[src/rtl/steer_arb_if.sv]
// Steering arbiter bus: sensor/command inputs and the error/speed outputs to the PID.
// The master modport drives the inputs; the slave modport is the arbiter side.
interface steer_arb_if;
  logic        go;
  logic        line_present;
  logic        err_vld;
  logic [15:0] err_line;
  logic [15:0] err_opn_lp;
  logic [15:0] err;
  logic        err_out_vld;
  logic [10:0] frwrd;
  logic        moving;
  logic        src_open;

  modport master (
    output go, line_present, err_vld, err_line, err_opn_lp,
    input  err, err_out_vld, frwrd, moving, src_open
  );

  modport slave (
    input  go, line_present, err_vld, err_line, err_opn_lp,
    output err, err_out_vld, frwrd, moving, src_open
  );
endinterface

[src/rtl/steer_arb.sv]
// Steering-error source arbiter and forward-speed sequencer, stepped once per err_vld.
// Optional STEER_ARB_FILT_EN adds a 4-tap moving average on err_line.
module steer_arb #(
  parameter logic [10:0] RAMP_STEP = 11'd16,
  parameter logic [10:0] MAX_FRWRD = 11'h2A0,
  parameter int unsigned LOST_CNT  = 4,
  parameter int unsigned FND_CNT   = 3,
  parameter logic [15:0] ERR_SAT   = 16'h07FF
) (
  input  logic       clk,
  input  logic       rst_n,
  steer_arb_if.slave bus
);

  localparam int unsigned CNT_MAX = (LOST_CNT > FND_CNT) ? LOST_CNT : FND_CNT;
  localparam int unsigned CW      = $clog2(CNT_MAX + 1);

  localparam logic [CW-1:0] LOST_LAST  = CW'(LOST_CNT - 1);
  localparam logic [CW-1:0] FND_LAST   = CW'(FND_CNT - 1);
  localparam logic [10:0]   HALF_FRWRD = MAX_FRWRD >> 1;
  localparam logic [11:0]   DEC_STEP   = {RAMP_STEP, 1'b0};

  typedef enum logic [2:0] {
    ST_STOP,
    ST_RAMP,
    ST_LINE,
    ST_OPEN,
    ST_DECEL
  } state_e;

  state_e        state_q, state_d, cur_st;
  logic [15:0]   err_q, err_d;
  logic [10:0]   frwrd_q, frwrd_d;
  logic          err_out_vld_q;
  logic          moving_q;
  logic          src_open_q;
  logic [CW-1:0] lost_q, lost_d;
  logic [CW-1:0] fnd_q, fnd_d;
  logic [11:0]   up12, dn12;
  logic [15:0]   line_val;

  function automatic logic [15:0] sat(input logic [15:0] x);
    logic signed [15:0] xs, hi, lo;
    xs = $signed(x);
    hi = $signed(ERR_SAT);
    lo = -hi;
    if (xs > hi) begin
      sat = $unsigned(hi);
    end else if (xs < lo) begin
      sat = $unsigned(lo);
    end else begin
      sat = x;
    end
  endfunction

`ifdef STEER_ARB_FILT_EN
  logic [15:0] hist0_q, hist1_q, hist2_q;
  logic [17:0] fsum;
  logic        hist_clr;

  // History restarts when tracking resumes after an open-loop stretch.
  assign hist_clr = (state_q == ST_OPEN) && (state_d == ST_RAMP);

  always_comb begin
    fsum = {{2{bus.err_line[15]}}, bus.err_line}
         + {{2{hist0_q[15]}}, hist0_q}
         + {{2{hist1_q[15]}}, hist1_q}
         + {{2{hist2_q[15]}}, hist2_q};
    line_val = fsum[17:2];
  end

  always_ff @(posedge clk or negedge rst_n) begin
    if (!rst_n) begin
      hist0_q <= '0;
      hist1_q <= '0;
      hist2_q <= '0;
    end else if (bus.err_vld) begin
      if (hist_clr) begin
        hist0_q <= '0;
        hist1_q <= '0;
        hist2_q <= '0;
      end else begin
        hist0_q <= bus.err_line;
        hist1_q <= hist0_q;
        hist2_q <= hist1_q;
      end
    end
  end
`else
  assign line_val = bus.err_line;
`endif

  // go-level redirects act every cycle so the sample that follows already
  // runs in the redirected state (DECEL always wins).
  always_comb begin
    cur_st = state_q;
    if ((state_q != ST_STOP) && !bus.go) begin
      cur_st = ST_DECEL;
    end else if ((state_q == ST_STOP) && bus.go && bus.line_present) begin
      cur_st = ST_RAMP;
    end else if ((state_q == ST_DECEL) && bus.go) begin
      cur_st = ST_RAMP;
    end
  end

  always_comb begin
    state_d = cur_st;
    frwrd_d = frwrd_q;
    err_d   = err_q;
    lost_d  = lost_q;
    fnd_d   = fnd_q;
    up12    = '0;
    dn12    = '0;

    if (bus.err_vld) begin
      unique case (cur_st)
        ST_STOP: begin
          frwrd_d = '0;
        end
        ST_RAMP, ST_LINE: begin
          if (cur_st == ST_RAMP) begin
            up12 = {1'b0, frwrd_q} + {1'b0, RAMP_STEP};
            frwrd_d = (up12 >= {1'b0, MAX_FRWRD}) ? MAX_FRWRD : up12[10:0];
          end else begin
            frwrd_d = MAX_FRWRD;
          end
          // Reaching cruise outranks a coincident lost threshold.
          if ((cur_st == ST_RAMP) && (frwrd_d == MAX_FRWRD)) begin
            state_d = ST_LINE;
          end else if (!bus.line_present) begin
            if (lost_q == LOST_LAST) begin
              state_d = ST_OPEN;
            end else begin
              lost_d = lost_q + CW'(1);
            end
          end else begin
            lost_d = '0;
          end
        end
        ST_OPEN: begin
          if (frwrd_q > HALF_FRWRD) begin
            dn12 = {1'b0, frwrd_q} - {1'b0, RAMP_STEP};
            if ({1'b0, frwrd_q} >= ({1'b0, HALF_FRWRD} + {1'b0, RAMP_STEP})) begin
              frwrd_d = dn12[10:0];
            end else begin
              frwrd_d = HALF_FRWRD;
            end
          end
          if (bus.line_present) begin
            if (fnd_q == FND_LAST) begin
              state_d = ST_RAMP;
            end else begin
              fnd_d = fnd_q + CW'(1);
            end
          end else begin
            fnd_d = '0;
          end
        end
        ST_DECEL: begin
          dn12 = {1'b0, frwrd_q} - DEC_STEP;
          frwrd_d = ({1'b0, frwrd_q} > DEC_STEP) ? dn12[10:0] : '0;
          if (frwrd_d == '0) begin
            state_d = ST_STOP;
          end
        end
        default: begin
          state_d = ST_STOP;
          frwrd_d = '0;
        end
      endcase

      // The error source follows the state this sample lands in.
      unique case (state_d)
        ST_RAMP, ST_LINE: err_d = sat(line_val);
        ST_OPEN:          err_d = sat(bus.err_opn_lp);
        default:          err_d = '0;
      endcase
    end

    if (state_d != state_q) begin
      lost_d = '0;
      fnd_d  = '0;
    end
  end

  always_ff @(posedge clk or negedge rst_n) begin
    if (!rst_n) begin
      state_q       <= ST_STOP;
      err_q         <= '0;
      frwrd_q       <= '0;
      err_out_vld_q <= 1'b0;
      moving_q      <= 1'b0;
      src_open_q    <= 1'b0;
      lost_q        <= '0;
      fnd_q         <= '0;
    end else begin
      state_q       <= state_d;
      err_q         <= err_d;
      frwrd_q       <= frwrd_d;
      err_out_vld_q <= bus.err_vld;
      moving_q      <= (frwrd_d != '0);
      src_open_q    <= (state_d == ST_OPEN);
      lost_q        <= lost_d;
      fnd_q         <= fnd_d;
    end
  end

  assign bus.err         = err_q;
  assign bus.err_out_vld = err_out_vld_q;
  assign bus.frwrd       = frwrd_q;
  assign bus.moving      = moving_q;
  assign bus.src_open    = src_open_q;

endmodule
[src/flat_wrapper.sv]
// flat-port wrapper written by rule: the top's interface ports become plain ports
module steer_arb_flat 
#(
  parameter logic [10:0] RAMP_STEP = 11'd16,
  parameter logic [10:0] MAX_FRWRD = 11'h2A0,
  parameter int unsigned LOST_CNT  = 4,
  parameter int unsigned FND_CNT   = 3,
  parameter logic [15:0] ERR_SAT   = 16'h07FF
)
  (clk, rst_n, bus_go, bus_line_present, bus_err_vld, bus_err_line, bus_err_opn_lp, bus_err, bus_err_out_vld, bus_frwrd, bus_moving, bus_src_open);
  steer_arb_if bus_i ();
  input  logic clk;
  input  logic rst_n;
  input wire logic [$bits(bus_i.go)-1:0] bus_go;
  input wire logic [$bits(bus_i.line_present)-1:0] bus_line_present;
  input wire logic [$bits(bus_i.err_vld)-1:0] bus_err_vld;
  input wire logic [$bits(bus_i.err_line)-1:0] bus_err_line;
  input wire logic [$bits(bus_i.err_opn_lp)-1:0] bus_err_opn_lp;
  output wire logic [$bits(bus_i.err)-1:0] bus_err;
  output wire logic [$bits(bus_i.err_out_vld)-1:0] bus_err_out_vld;
  output wire logic [$bits(bus_i.frwrd)-1:0] bus_frwrd;
  output wire logic [$bits(bus_i.moving)-1:0] bus_moving;
  output wire logic [$bits(bus_i.src_open)-1:0] bus_src_open;
  assign bus_i.go = bus_go;
  assign bus_i.line_present = bus_line_present;
  assign bus_i.err_vld = bus_err_vld;
  assign bus_i.err_line = bus_err_line;
  assign bus_i.err_opn_lp = bus_err_opn_lp;
  assign bus_err = bus_i.err;
  assign bus_err_out_vld = bus_i.err_out_vld;
  assign bus_frwrd = bus_i.frwrd;
  assign bus_moving = bus_i.moving;
  assign bus_src_open = bus_i.src_open;
  steer_arb #(.RAMP_STEP(RAMP_STEP), .MAX_FRWRD(MAX_FRWRD), .LOST_CNT(LOST_CNT), .FND_CNT(FND_CNT), .ERR_SAT(ERR_SAT)) u_core (.clk(clk), .rst_n(rst_n), .bus(bus_i));
endmodule
[config.mk]
export PLATFORM = sky130hd
export DESIGN_NAME = steer_arb_flat
export DESIGN_NICKNAME = d
export VERILOG_FILES = /design/src/rtl/steer_arb_if.sv /design/src/rtl/steer_arb.sv /design/src/flat_wrapper.sv
export SDC_FILE = /design/constraint.sdc
export NUM_CORES = 1
export LEC_CHECK = 0
export ABC_AREA = 1
export CORE_ASPECT_RATIO = 0.6
export CORE_UTILIZATION = 30
export CTS_CLUSTER_SIZE = 10
export DETAILED_ROUTE_END_ITERATION = 8
export GPL_TIMING_DRIVEN = 0
export PLACE_DENSITY_LB_ADDON = 0.1
export SLEW_MARGIN = 30
export SYNTH_ARGS = -nofsm -noshare
export SYNTH_HDL_FRONTEND = slang
export SYNTH_SLANG_ARGS = --single-unit
[constraint.sdc]
create_clock -name clk -period 2.25 [get_ports clk]
set_input_delay 0.675 -clock clk [delete_from_list [all_inputs] [get_ports clk]]
set_output_delay 0.675 -clock clk [all_outputs]
set_load 0.02 [all_outputs]
==> impl_results.md <==
- Status: complete, but fails checks
- Failing checks: negative setup slack
- Required time of the critical path: 2.46 ns
- Final Worst Setup Slack: -0.07470 ns
- Initial core utilization: 31.02%
- Rows: 29
- Cells along the critical path: clkdlybuf4s50_1 -> inv_1 -> nand4_1 -> o31ai_2 -> ha_1 -> clkbuf_4 -> o21ai_1 -> nand3_2 -> a31oi_2
- Distinct cell type count after synthesis: 39
- CTS tree: yes
- Vias: 3605
- Drt wl/cell: 15.30 um
- Synth Area in Simple Gates: 36.28%
- Non-Filler Instances: 717
- Largest net degree at the start of global routing: 26
- Worst hold slack: 0.2965 ns
- Yosys reg bits: 39
- TritonCTS Buffers: 5
- Top_reg_cell synth: dfrtp_1
- Synth top area cells: dfrtp_1 30%, nand2_1 14%, inv_1 7.5%
- Final Setup Violations: 14
- Port Buffers: 66
- Xor/xnor share of the synthesized area: 1.599%
- First-pass detailed-route iteration total: 5
- Share of cells above drive strength 1: 26.30%
- Worst R2R Start: u_core.bus.frwrd[4]
- Total die area: 11390 um^2
- Antenna Nets Post-Route: 0
- Crit path launch type: primary input
- First-pass GRT wire length: 17000 um
- Final Wtd Congestion: 0.9102
- Crit path kind: in2reg
- Initial DRC Count: 327
- P&R area growth vs syn: 47.89%
- Rel. slew slack: 64.97%
- Synth top cells by count: 123 x nand2_1, 66 x inv_1, 43 x nor2_1
- Async S/R FF share, synth: 100.0%
- Core area: 10600 um^2
- Overall Power: 4.112 mW
- Crit end category: register
- Clock Path Buffers: 2
- Cells after DPL: 691
- Syn_area_per_cell: 6.777 um^2
- Cells after synthesis: 485
- GRT overflow: 0
- Routed vias/inst: 5.028
- Pwr Density: 846.0 nW/um^2
- Leak: 2.280 nW
- Final Critical Period: 2.325 ns
- CTS root buffer: clkbuf_16
- Post-Synth Adder-Cell Area: 6.091%
- Largest family of logic cells by synthesized area: simple AND/OR/NAND/NOR gates
- Post-synth top area cell: dfrtp_1
- Mux cell area share after synthesis: 0%
- Clk slew on worst S/H paths: 0.06 ns
- Vias in the first global route: 3204
- Worst Hold Class: in2async
- Register area share after synthesis: 29.69%
- Top-count cell post-synth: nand2_1
- Io pins: 67
- Synth Net Count: 538
- H-tree depth: 2
- Slew @ Worst Pin: 0.5254 ns
- Critical path launch point: bus_err_line[6]
- Peak per-stage delay on the critical path: 0.39 ns
- VDD IR max: 0.3090 mV
- Crit-path max FO: 10
- Final Max Tran Viols: 0
- Routed Wire Length: 10970 um
- Clock sinks: 39
- DRC: 0
- Slowest cell on crit path: clkdlybuf4s50_1
- Dpl hpwl: 8094 um
- Arr. time, crit path: 2.54 ns
- R2R setup slack: -0.05 ns
- Period utilisation layout: 103.3%
- Compound-gate portion of the synthesized area: 14.96%
- Initial antenna violation count: 0
- Unrepaired setup endpoints after global routing: yes
- Width of the die: 137.1 um
- Synth top area share: 29.69%
- Number of synthesized flops with an enable pin: 0
- Layout Nets: 630
- Skew final: 0.006733 ns
- Hold Fails Final Rpt: 0
- DIE HEIGHT: 83.08 um
- Max Cap Viol: 0
- Total track usage: 19.51%
- Syn. warnings: 0
- Synth Cell Area: 3287 um^2
- Ant. Diodes: 0
- Worst-Skew Late Latency: 0.29 ns
- Fmax: 430.2 MHz
==> final timing paths <==
| kind | to | depth (start not counted) |
|---|---|---|
| worst max register to register | u_core.bus.err[5] | 16 |
| worst min register to register | u_core.bus.err[11] | 2 |
| max in group asynchronous | u_core.bus.frwrd[5] | 2 |
| worst max-delay path | u_core.bus.err[6] | 9 |
| min in group clk | u_core.bus.err[11] | 2 |
| worst min-delay path | u_core.bus.err_out_vld | 1 |
==> report_power, final <==
part           internal (mW)  switching, mW  total, mW
registers              0.809          0.133      0.942
clock network          0.524          0.308      0.832
logic                  0.924           1.41       2.34
total                   2.26           1.86       4.11
==> state kept, by name, summed over array words and instances, names as in the netlist <==
| name | cells |
|---|---|
| u_core.bus.err | 16 |
| u_core.bus.frwrd | 11 |
| u_core.fnd_q | 3 |
| u_core.lost_q | 3 |
| u_core.state_q | 3 |
| u_core.bus.err_out_vld | 1 |
| u_core.bus.moving | 1 |
| u_core.bus.src_open | 1 |
==> per-stage QoR <==
| stage | utilization, % | cell area (um^2) | TNS, ns | setup slack (ns) |
|---|---|---|---|---|
| after floorplan | - | 3291 | 0 | 0.06558 |
| after global placement | 38.93 | 4125 | -40.65 | -0.7660 |
| after detailed placement | 39.15 | 4148 | -17.09 | -0.7362 |
| after CTS | 43.09 | 4566 | -0.1528 | -0.02991 |
| after global routing | 45.88 | 4861 | -3.505 | -0.1708 |
| final | 45.88 | 4861 | -0.6217 | -0.07470 |
==> worst max-delay path: cells and delay by family <==
| family | cells | cell delay [ns] |
|---|---|---|
| AND/OR/NAND/NOR | 2 | 0.27 |
| AO/OA/AOI/OAI | 3 | 0.58 |
| adder cells (fa/ha/maj) | 1 | 0.31 |
| buffers and inverters | 3 | 0.70 |
==> area by class of cell <==
cell class / instances / area [um^2]
Clock buffer: 6 / 128.9
Fill cell: 1066 / 5734
Buffer: 17 / 125.1
Multi-Input combinational cell: 356 / 2278
Timing Repair Buffer: 85 / 845.8
Tap cell: 139 / 173.9
Sequential cell: 39 / 978.4
Inverter: 73 / 292.8
Clock inverter: 2 / 37.54
==> layout by cell type (no fill, tap or decap), types with 3 or more instances in the layout <==
master           count
o21a_1               3
nand3_2             12
buf_2                5
ha_1                10
dlygate4sd2_1        6
o21ai_1             19
inv_1               59
nor3_2               3
xor2_1               5
a31oi_2             11
o211ai_1             3
nand2_2             21
o21ai_2              9
nand2_4              5
nor2_2              11
clkbuf_1             3
nand2_1            110
clkbuf_16            6
o21ai_0             12
nand3_1             30
clkdlybuf4s50_1     58
nand4_1             19
inv_2               10
dfrtp_1             37
nand3_4              4
nor3_1               4
nor2_1              33
buf_4               13
clkbuf_2             3
nor2_4               3
ha_4                 5
buf_6                8
a21oi_1              7
==> cell families after synthesis <==
family | count (synthesis)
and+or+nand+nor | 261
buffers and inverters | 90
AOI/OAI and AO/OA | 73
DFF | 39
adders and majority gates | 16
xor gates and xnor gates | 6
==> metal layers <==
layer | track usage, % | share of wire (%) | routed length [um] | vias to the layer above
met2 | 24.66 | 37 | 4096 | 121
met4 | 2.398 | 0.45 | 49 | 0
met3 | 4.029 | 7.6 | 832 | 7
li1 | - | - | - | 1765
met1 | 33.02 | 55 | 5992 | 1712
met5 | 0 | 0 | 0 | -
==> repair_timing <==
item | in CTS | in global routing
hold buffers | 0 | 0
setup buffers | 10 | 6
pin swaps | 8 | 18
gates cloned | 1 | 1
hold endpoints to repair | 0 | 0
resized for setup | 61 | 69
endpoints found under the setup margin | 30 | 32
Note: power is estimated with default switching activity, not from simulation.
